--- config.mk ---
export PLATFORM = sky130hd
export DESIGN_NAME = clk_lock_monitor
export DESIGN_NICKNAME = d
export VERILOG_FILES = /design/src/rtl/clk_mon_pkg.sv /design/src/rtl/sync_edge_det.sv /design/src/rtl/clk_lock_monitor.sv
export SDC_FILE = /design/constraint.sdc
export NUM_CORES = 1
export LEC_CHECK = 0
export CAP_MARGIN = 5
export CORE_ASPECT_RATIO = 0.75
export CORE_MARGIN = 1.5
export CORE_UTILIZATION = 54
export CTS_CLUSTER_DIAMETER = 60
export DETAILED_ROUTE_END_ITERATION = 7
export HOLD_SLACK_MARGIN = 0.03
export PLACE_DENSITY_LB_ADDON = 0.3
export SLEW_MARGIN = 15
export SYNTH_ARGS = -nofsm -noshare
export SYNTH_HDL_FRONTEND = slang
export SYNTH_SLANG_ARGS = --single-unit
--- constraint.sdc ---
create_clock -name clk -period 5.07 [get_ports clk]
set_input_delay 0.7605 -clock clk [delete_from_list [all_inputs] [get_ports clk]]
set_output_delay 0.7605 -clock clk [all_outputs]
set_load 0.02 [all_outputs]
--- src/rtl/clk_mon_pkg.sv ---
// Shared definitions for the PLL lock monitor: state encoding and default
// window sizing for a 50 MHz system clock and a 12.5 MHz divided PLL output.
`timescale 1ns/1ps
package clk_mon_pkg;

    typedef enum logic [1:0] {
        S_RST  = 2'd0,
        S_ACQ  = 2'd1,
        S_LOCK = 2'd2
    } state_e;

    localparam int unsigned SYS_CLK_HZ      = 50_000_000;
    localparam int unsigned MEAS_HZ         = 12_500_000;
    // 20 us gate window at 50 MHz
    localparam int unsigned GATE_CYCLES_DEF = SYS_CLK_HZ / 50_000;
    localparam int unsigned EXP_COUNT_DEF   = GATE_CYCLES_DEF / (SYS_CLK_HZ / MEAS_HZ);

endpackage

--- src/rtl/sync_edge_det.sv ---
// Two-flop synchronizer for an asynchronous input plus a rising-edge pulse
// taken from the synchronized level.
`timescale 1ns/1ps
module sync_edge_det (
    input  logic clk,
    input  logic rst_n,
    input  logic async_in,
    output logic rise
);

    logic meta_q;
    logic sync_q;
    logic prev_q;

    always_ff @(posedge clk or negedge rst_n) begin
        if (!rst_n) begin
            meta_q <= 1'b0;
            sync_q <= 1'b0;
            prev_q <= 1'b0;
        end else begin
            meta_q <= async_in;
            sync_q <= meta_q;
            prev_q <= sync_q;
        end
    end

    assign rise = sync_q & ~prev_q;

endmodule

--- src/rtl/clk_lock_monitor.sv ---
// Frequency-based PLL lock checker: counts divided PLL edges per gate window,
// qualifies lock over consecutive good windows and drives the PLL reset.
`timescale 1ns/1ps
module clk_lock_monitor
    import clk_mon_pkg::*;
#(
    parameter int unsigned CNT_W        = 16,
    parameter int unsigned GATE_CYCLES  = GATE_CYCLES_DEF,
    parameter int unsigned EXP_COUNT    = EXP_COUNT_DEF,
    parameter int unsigned TOL          = 2,
    parameter int unsigned GOOD_WINDOWS = 4,
    parameter int unsigned MAX_TRIES    = 8,
    parameter int unsigned RST_PULSE    = 16
) (
    input  logic             clk,
    input  logic             rst_n,
    input  logic             meas_in,
    input  logic             auto_rst,
    output logic             pll_rst,
    output logic             locked,
    output logic             lock_lost,
    output logic [CNT_W-1:0] freq_count,
    output logic             count_valid
);

    localparam int unsigned WIN_W  = (GATE_CYCLES > 1) ? $clog2(GATE_CYCLES) : 1;
    localparam int unsigned GOOD_W = $clog2(GOOD_WINDOWS + 1);
    localparam int unsigned TRY_W  = $clog2(MAX_TRIES + 1);
    localparam int unsigned RST_W  = $clog2(RST_PULSE + 1);
    localparam logic [CNT_W:0] TOL_C = (CNT_W + 1)'(TOL);

    state_e             state_q, state_d;
    logic [WIN_W-1:0]   win_q, win_d;
    logic [CNT_W-1:0]   edge_q, edge_d;
    logic [GOOD_W-1:0]  good_q, good_d;
    logic [TRY_W-1:0]   try_q, try_d;
    logic [RST_W-1:0]   rst_cnt_q, rst_cnt_d;
    logic               pll_rst_q, pll_rst_d;
    logic               locked_q, locked_d;
    logic               lock_lost_q, lock_lost_d;
    logic [CNT_W-1:0]   freq_q, freq_d;
    logic               valid_q, valid_d;

    logic               rise;
    logic               win_last;
    logic [CNT_W-1:0]   edge_sum;
    logic signed [CNT_W:0] diff;
    logic [CNT_W:0]     mag;
    logic               win_good;

    sync_edge_det u_meas_sync (
        .clk      (clk),
        .rst_n    (rst_n),
        .async_in (meas_in),
        .rise     (rise)
    );

    // Saturating count including the edge flagged in the current cycle
    assign edge_sum = edge_q + CNT_W'(rise && (edge_q != '1));
    assign win_last = (win_q == WIN_W'(GATE_CYCLES - 1));
    assign diff     = $signed({1'b0, edge_sum}) - $signed({1'b0, CNT_W'(EXP_COUNT)});
    assign mag      = diff[CNT_W] ? $unsigned(-diff) : $unsigned(diff);
    assign win_good = (mag <= TOL_C);

    always_comb begin
        state_d     = state_q;
        win_d       = win_q;
        edge_d      = edge_q;
        good_d      = good_q;
        try_d       = try_q;
        rst_cnt_d   = rst_cnt_q;
        pll_rst_d   = pll_rst_q;
        locked_d    = locked_q;
        lock_lost_d = 1'b0;
        freq_d      = freq_q;
        valid_d     = 1'b0;

        unique case (state_q)
            S_RST: begin
                pll_rst_d = 1'b1;
                locked_d  = 1'b0;
                win_d     = '0;
                edge_d    = '0;
                good_d    = '0;
                try_d     = '0;
                if (rst_cnt_q == RST_W'(RST_PULSE - 1)) begin
                    rst_cnt_d = '0;
                    pll_rst_d = 1'b0;
                    state_d   = S_ACQ;
                end else begin
                    rst_cnt_d = rst_cnt_q + 1'b1;
                end
            end
            S_ACQ, S_LOCK: begin
                if (win_last) begin
                    win_d   = '0;
                    edge_d  = '0;
                    freq_d  = edge_sum;
                    valid_d = 1'b1;
                    if (state_q == S_ACQ) begin
                        if (win_good) begin
                            if (good_q == GOOD_W'(GOOD_WINDOWS - 1)) begin
                                state_d  = S_LOCK;
                                locked_d = 1'b1;
                                good_d   = '0;
                                try_d    = '0;
                            end else begin
                                good_d = good_q + 1'b1;
                            end
                        end else begin
                            good_d = '0;
                            if (try_q == TRY_W'(MAX_TRIES - 1)) begin
                                state_d   = S_RST;
                                pll_rst_d = 1'b1;
                                try_d     = '0;
                            end else begin
                                try_d = try_q + 1'b1;
                            end
                        end
                    end else if (!win_good) begin
                        locked_d    = 1'b0;
                        lock_lost_d = 1'b1;
                        good_d      = '0;
                        try_d       = '0;
                        if (auto_rst) begin
                            state_d   = S_RST;
                            pll_rst_d = 1'b1;
                        end else begin
                            state_d = S_ACQ;
                        end
                    end
                end else begin
                    win_d  = win_q + 1'b1;
                    edge_d = edge_sum;
                end
            end
            default: begin
                state_d   = S_RST;
                pll_rst_d = 1'b1;
                locked_d  = 1'b0;
            end
        endcase
    end

    always_ff @(posedge clk or negedge rst_n) begin
        if (!rst_n) begin
            state_q     <= S_RST;
            win_q       <= '0;
            edge_q      <= '0;
            good_q      <= '0;
            try_q       <= '0;
            rst_cnt_q   <= '0;
            pll_rst_q   <= 1'b1;
            locked_q    <= 1'b0;
            lock_lost_q <= 1'b0;
            freq_q      <= '0;
            valid_q     <= 1'b0;
        end else begin
            state_q     <= state_d;
            win_q       <= win_d;
            edge_q      <= edge_d;
            good_q      <= good_d;
            try_q       <= try_d;
            rst_cnt_q   <= rst_cnt_d;
            pll_rst_q   <= pll_rst_d;
            locked_q    <= locked_d;
            lock_lost_q <= lock_lost_d;
            freq_q      <= freq_d;
            valid_q     <= valid_d;
        end
    end

    assign pll_rst     = pll_rst_q;
    assign locked      = locked_q;
    assign lock_lost   = lock_lost_q;
    assign freq_count  = freq_q;
    assign count_valid = valid_q;

endmodule

* Word level (Yosys, flattened, before mapping)
Cells that the tools add are included.
** Word-level totals
- Register bits after elaboration :: 63
- Logic and storage cells :: 99
** Operators by class
- $add $sub $neg :: 7
- Order comparisons :: 1
- Equal/unequal tests :: 17
- Mux-type cells :: 48
- Bitwise operators :: 2
- Reductions and logical operators :: 10
** Operators by type and width (number)
- $pmux W16 S2 :: 1
- $mux W4 :: 6
- $mux W1 :: 20
- $pmux W10 S2 :: 1
- $ne A3 B3 Y1 const B :: 6
- $le A17 B2 Y1 const B :: 1
- $mux W17 :: 1
- $neg A17 Y17 :: 1
- $sub A16 B8 Y17 const B :: 1
- $add A16 B1 Y16 :: 1
- $mux W16 :: 1
- $ne A16 B16 Y1 const B :: 1
- $mux W3 :: 5
- $mux W2 :: 7
- $reduce_and A4 Y1 :: 3
- $add A10 B1 Y10 const B :: 1
- $eq A10 B10 Y1 const B :: 1
- $mux W10 :: 1
- $pmux W4 S2 :: 1
- $ne A2 B2 Y1 const B :: 3
- $pmux W3 S2 :: 1
- $add A5 B1 Y5 const B :: 1
- $eq A5 B4 Y1 const B :: 1
- $mux W5 :: 1
- other kinds (18) :: 18

* Longest topological paths before layout
- Depth in word-level cells :: 12
- Gate-level depth with buffers :: 21
- Depth with buffers taken out :: 18

* Cells and area by module
From an unflattened synthesis, not the netlist that was laid out.
** Second synthesis, totals
- Cells, all modules :: 469
- Area total of the unflattened synthesis :: 4085.2 um2
** Modules (own cells, without submodules)
- clk_lock_monitor :: instances 1, cells an instance 465, area an instance 3996.3 um2
- sync_edge_det :: instances 1, cells an instance 4, area an instance 88.8 um2

* Worst setup path after synthesis
Ideal clock, no wire load.
- Kind :: flip-flop to flip-flop
- From :: register edge_q[6]
- To :: register state_q[0]
- Arrival :: 4601 ps
- Slack :: 342 ps
- Stages on the path, launching flop included :: 21
- Buffers on the path :: 3
- Clock period less this slack :: 4728 ps
- Path through :: dfrtp_1 > buf_2 > nand4_2 > nor4_1 > a21oi_1 > ha_1 > ha_1 > buf_4 > xnor2_1 > ha_1 > and4bb_1 > a32oi_1 > o211ai_2 > and3_1 > buf_6 > o31a_1 > nor4_2 > o221ai_2 > o311a_4 > a211oi_2 > mux2_1
** On the way
- Word-level cells in the longest chain between the ends :: 11
** RTL lines
- start, declared :: line clk_lock_monitor.sv:34 : logic [CNT_W-1:0] edge_q, edge_d;
- start signal, assigned :: line clk_lock_monitor.sv:161 : edge_q <= edge_d;
- $ne A16 B16 Y1 :: line clk_lock_monitor.sv:59 : assign edge_sum = edge_q + CNT_W'(rise && (edge_q != '1));
- $logic_and A1 B1 Y1 :: line clk_lock_monitor.sv:59
- $add A16 B1 Y16 (*) :: line clk_lock_monitor.sv:59
- $sub A16 B8 Y17 (*) :: line clk_lock_monitor.sv:61 : assign diff = $signed({1'b0, edge_sum}) - $signed({1'b0, CNT_W'(EXP_COUNT)});
- $neg A17 Y17 :: line clk_lock_monitor.sv:62 : assign mag = diff[CNT_W] ? $unsigned(-diff) : $unsigned(diff);
- $mux W17 (*) :: line clk_lock_monitor.sv:62
- $le A17 B2 Y1 (*) :: line clk_lock_monitor.sv:63 : assign win_good = (mag <= TOL_C);
- $mux W2 :: line clk_lock_monitor.sv:101 : if (win_good) begin
- $mux W2 :: line clk_lock_monitor.sv:100 : if (state_q == S_ACQ) begin
- $mux W2 :: line clk_lock_monitor.sv:95 : if (win_last) begin
- $pmux W2 S2 :: line clk_lock_monitor.sv:78 : unique case (state_q)
- end signal, assigned :: line clk_lock_monitor.sv:159 : state_q <= state_d;
- end, declared :: line clk_lock_monitor.sv:32 : state_e state_q, state_d;
Mark *: on every way between the ends. The rest lies on a longest branch, timed or not. The select of a mux whose other input is x is not followed.
A chain may end at the register's enable or synchronous reset.

* Worst setup path in the final report
- From :: register edge_q[11]
- To :: register state_q[0]
** On the way
- Word-level cells in the longest chain between the ends :: 11
** RTL lines
- $ne A16 B16 Y1 (*) :: line clk_lock_monitor.sv:59
- $logic_and A1 B1 Y1 (*) :: line clk_lock_monitor.sv:59
- $add A16 B1 Y16 (*) :: line clk_lock_monitor.sv:59
- net edge_sum[1] :: line clk_lock_monitor.sv:46 : logic [CNT_W-1:0] edge_sum;
- $sub A16 B8 Y17 (*) :: line clk_lock_monitor.sv:61
- $neg A17 Y17 :: line clk_lock_monitor.sv:62
- $mux W17 (*) :: line clk_lock_monitor.sv:62
- $le A17 B2 Y1 (*) :: line clk_lock_monitor.sv:63
- $mux W2 :: line clk_lock_monitor.sv:101
- $mux W2 :: line clk_lock_monitor.sv:100
- $mux W2 :: line clk_lock_monitor.sv:95
- $pmux W2 S2 :: line clk_lock_monitor.sv:78
Mark *: on every way through the listed nets, which the timed path passes. The rest lies on a longest branch. The select of a mux whose other input is x is not followed.

==> summary.md <==
| Metric | Value |
|---|---|
| Die area | `between 8000 and 9000 sq um` |
| Leakage | `around 2.0 nW` |
| Setup crit end kind | `register` |
| Skew-Pair Late Insertion Delay | `approximately 0.35 ns` |
| Syn Nets | `approximately 460` |
| WHS | `0.360 ns` |
| Clk sinks | `63` |
| #FFs+latches synth | `63` |
| Chip width | `about 100 microns` |
| Post-synth top flop | `dfrtp_1` |
| Hpwl dp | `between 6000 and 7000 microns` |
| Mean post-synth cell area | `approximately 9.3 sq um` |
| Warnings, synthesis | `0` |
| Final ANT Viol Nets | `0` |
| WP buf/inv | `2` |
| Status | `finished, final reports clean` |
| Vias | `about 3500` |
| Htree depth | `3` |
| Area leader, netlist | `dfrtp_1` |
| Vias in the first global route | `~3200` |
| TritonCTS clock tree | `built` |
| Top cells by area in the synthesized netlist | `dfrtp_1, nand2_1, xnor2_1` |
| Final setup viols | `0` |
| Met3 WL | `543 microns` |
| Family with the most delay on the worst path | `compound AO/OA/AOI/OAI gates` |
| Pwr/cell area | `around 350 nW/um^2` |
| Slew @ Worst Pin | `0.936 ns` |
| Maximum fanout along the worst path | `8` |
| DRT Wirelength | `9560 microns` |
| Drt initial violations | `290` |
| Core Region | `between 7000 and 8000 sq um` |
| Worst-path clk slew | `approximately 0.080 ns` |
| Antenna diodes | `0` |
| Fillers | `approximately 600` |
| Drt wl/cell | `16.7 microns` |
| Die Y-Extent | `78.3 microns` |
| Hold Buf Count CTS | `0` |
| Met2 wire len | `between 4000 and 5000 microns` |
| Crit Path Category | `register to register` |
| Num CTS Buffers | `9` |
| Final hold violations | `0` |
| Clock Root Buffer | `clkbuf_8` |
| Area growth syn-to-layout | `16.3%` |
| Initial antenna violation count | `0` |
| Ports | `24` |
| Highest metal used | `met4` |
| Req. time, crit path | `5.31 ns` |
| First-pass GRT wire length | `between 15000 and 20000 microns` |
| Vias per std cell | `~6` |
| Max Clock Skew | `roughly 0.009 ns` |
| Critical path's slowest cell | `or4_1` |
| Min-delay worst type | `register to register` |
| Max Slew Vio Count | `0` |
| Share of layout cells above drive strength 1 | `0.152` |
| Maximum vdd drop | `between 0.0002 and 0.00025 V` |
| Top cells by count, synth | `dfrtp_1, nand2_1, o21ai_0, nor2_1, xnor2_1` |
| Synth async-reset ratio | `1.00` |
| Num rows | `27` |
| Max-slew headroom | `0.374` |
| Final #Nets | `between 400 and 500` |
| Post-synthesis sequential area ratio | `0.386` |
| Max stage delay on crit path | `0.52 ns` |
| RSZ-0062 raised after global routing | `false` |
| FMAX | `between 200 and 250 MHz` |
| Port buffer count | `23` |
| WL met1 | `~4800 microns` |
| Initial core utilization | `0.557` |
| Min Tclk post-route | `~4.8 ns` |
| Setup TNS | `0 ns` |
| Pin count of the biggest net entering global routing | `64` |
| Tcrit/Tclk final | `0.942` |
| CP arrival | `roughly 5 ns` |
| Startpoint types | `register` |
| # DRC | `0` |
| Clk buf depth | `2` |
| RePlAce Congestion | `0.938` |
| Netlist cell types | `76` |
| Cell with the most instances after synthesis | `dfrtp_1` |
| Crit-path cells | `nand4_1 > nor4_2 > a21oi_1 > ha_1 > ha_1 > inv_1 > ha_2 > or4_1 > o211ai_2 > buf_12 > xor2_2 > o2111ai_1 > a21oi_1 > o221ai_2 > o311a_4 > a211oi_2 > mux2_1` |
| Post-synth EDFFs | `0` |
| Maxcap violations | `0` |
| Drt pass-1 iters | `5` |
| Syn Inst Count | `approximately 440` |
| Total congestion overflow | `0` |
| Mapped cell area | `~4100 sq um` |
| GRT Overall Usage | `0.258` |
| Synth top area share | `0.380` |
==> state kept, by name, summed over array words and instances (netlist names) <==
signal              flops
edge_q                 16
freq_count             16
win_q                  10
rst_cnt_q               5
try_q                   4
good_q                  3
state_q                 2
count_valid             1
lock_lost               1
locked                  1
pll_rst                 1
u_meas_sync.meta_q      1
u_meas_sync.prev_q      1
u_meas_sync.sync_q      1
==> power breakdown <==
part / leakage, nW / total (W) / internal (W) / switching [W]
registers: 0.846 / 0.000534 / 0.000522 / 0.0000119
clock network: 0.136 / 0.000611 / 0.000403 / 0.000208
logic: 1.01 / 0.000506 / 0.000196 / 0.000311
total: 2.00 / 0.00165 / 0.00112 / 0.000531
==> what timing repair did <==
| action | in CTS | in global routing |
|---|---|---|
| buffers inserted | 0 | 5 |
| endpoints found under the setup margin | 0 | 10 |
| resized for setup | 0 | 4 |
==> layout make-up <==
class / instances / area (sq um) / share of cell area
clock buffer: 11 / 151 / 0.0319
tap: 101 / 126 / 0.0266
sequential: 63 / 1580 / 0.332
timing repair buffer: 44 / 395 / 0.0832
inverter: 13 / 48.8 / 0.0103
multi-input combinational: 337 / 2320 / 0.489
clock inverter: 5 / 128 / 0.0268
==> logic make-up after synthesis <==
family                   count (synthesis)  share of synthesized area
AND/OR/NAND/NOR                        170                      0.222
AO/OA/AOI/OAI                          109                      0.195
flip-flops                              63                      0.386
buffers and inverters                   39                     0.0475
XOR/XNOR                                34                     0.0802
adder cells (fa/ha/maj)                 14                     0.0429
multiplexers                            10                     0.0266
==> worst paths after layout <==
check	cells past startpoint	slack [ns]	to	from
max in group asynchronous	2	3.93	edge_q[10]	rst_n
min in group asynchronous	2	0.56	edge_q[4]	rst_n
worst min register to register	0	0.36	u_meas_sync.sync_q	u_meas_sync.meta_q
worst max register to register	17	0.29	state_q[0]	edge_q[11]
worst min-delay path	0	0.36	u_meas_sync.sync_q	u_meas_sync.meta_q
worst max-delay path	17	0.29	state_q[0]	edge_q[11]
==> layout by cell type (no fill, tap or decap), types with 5 or more instances in the layout <==
master,count
nor2b_1,5
a21oi_1,13
xnor2_1,21
nand4_1,9
nand3_1,20
buf_4,20
and2_1,6
o21ai_0,34
mux2_2,5
nand2_1,53
nor2_1,23
a31oi_1,6
nand2b_1,5
xor2_1,9
inv_1,13
o31ai_1,10
nor3_1,13
clkbuf_8,11
ha_1,13
clkdlybuf4s50_1,22
dfrtp_1,61
==> per-layer routing <==
metal  up-vias  GRT usage
li1       1662          -
met1      1696      0.386
met2       106      0.360
met3        17     0.0552
met4         0      0.103
met5         -          0
==> metrics by stage <==
| step | cells | total power [W] | area [sq um] | util | setup slack [ns] |
|---|---|---|---|---|---|
| finish | 574 | 0.00165 | 4750 | 0.648 | 0.293 |
| global route | 574 | 0.00174 | 4750 | 0.648 | 0.0709 |
| CTS | 569 | 0.00164 | 4690 | 0.640 | 0.111 |
| detailed placement | 553 | 0.00103 | 4410 | 0.602 | 0.153 |
| global placement | 553 | 0.00102 | 4410 | 0.602 | 0.294 |
| floorplan | 439 | 0.000915 | 4090 | - | 0.342 |
Note: power is estimated with default switching activity, not from simulation.
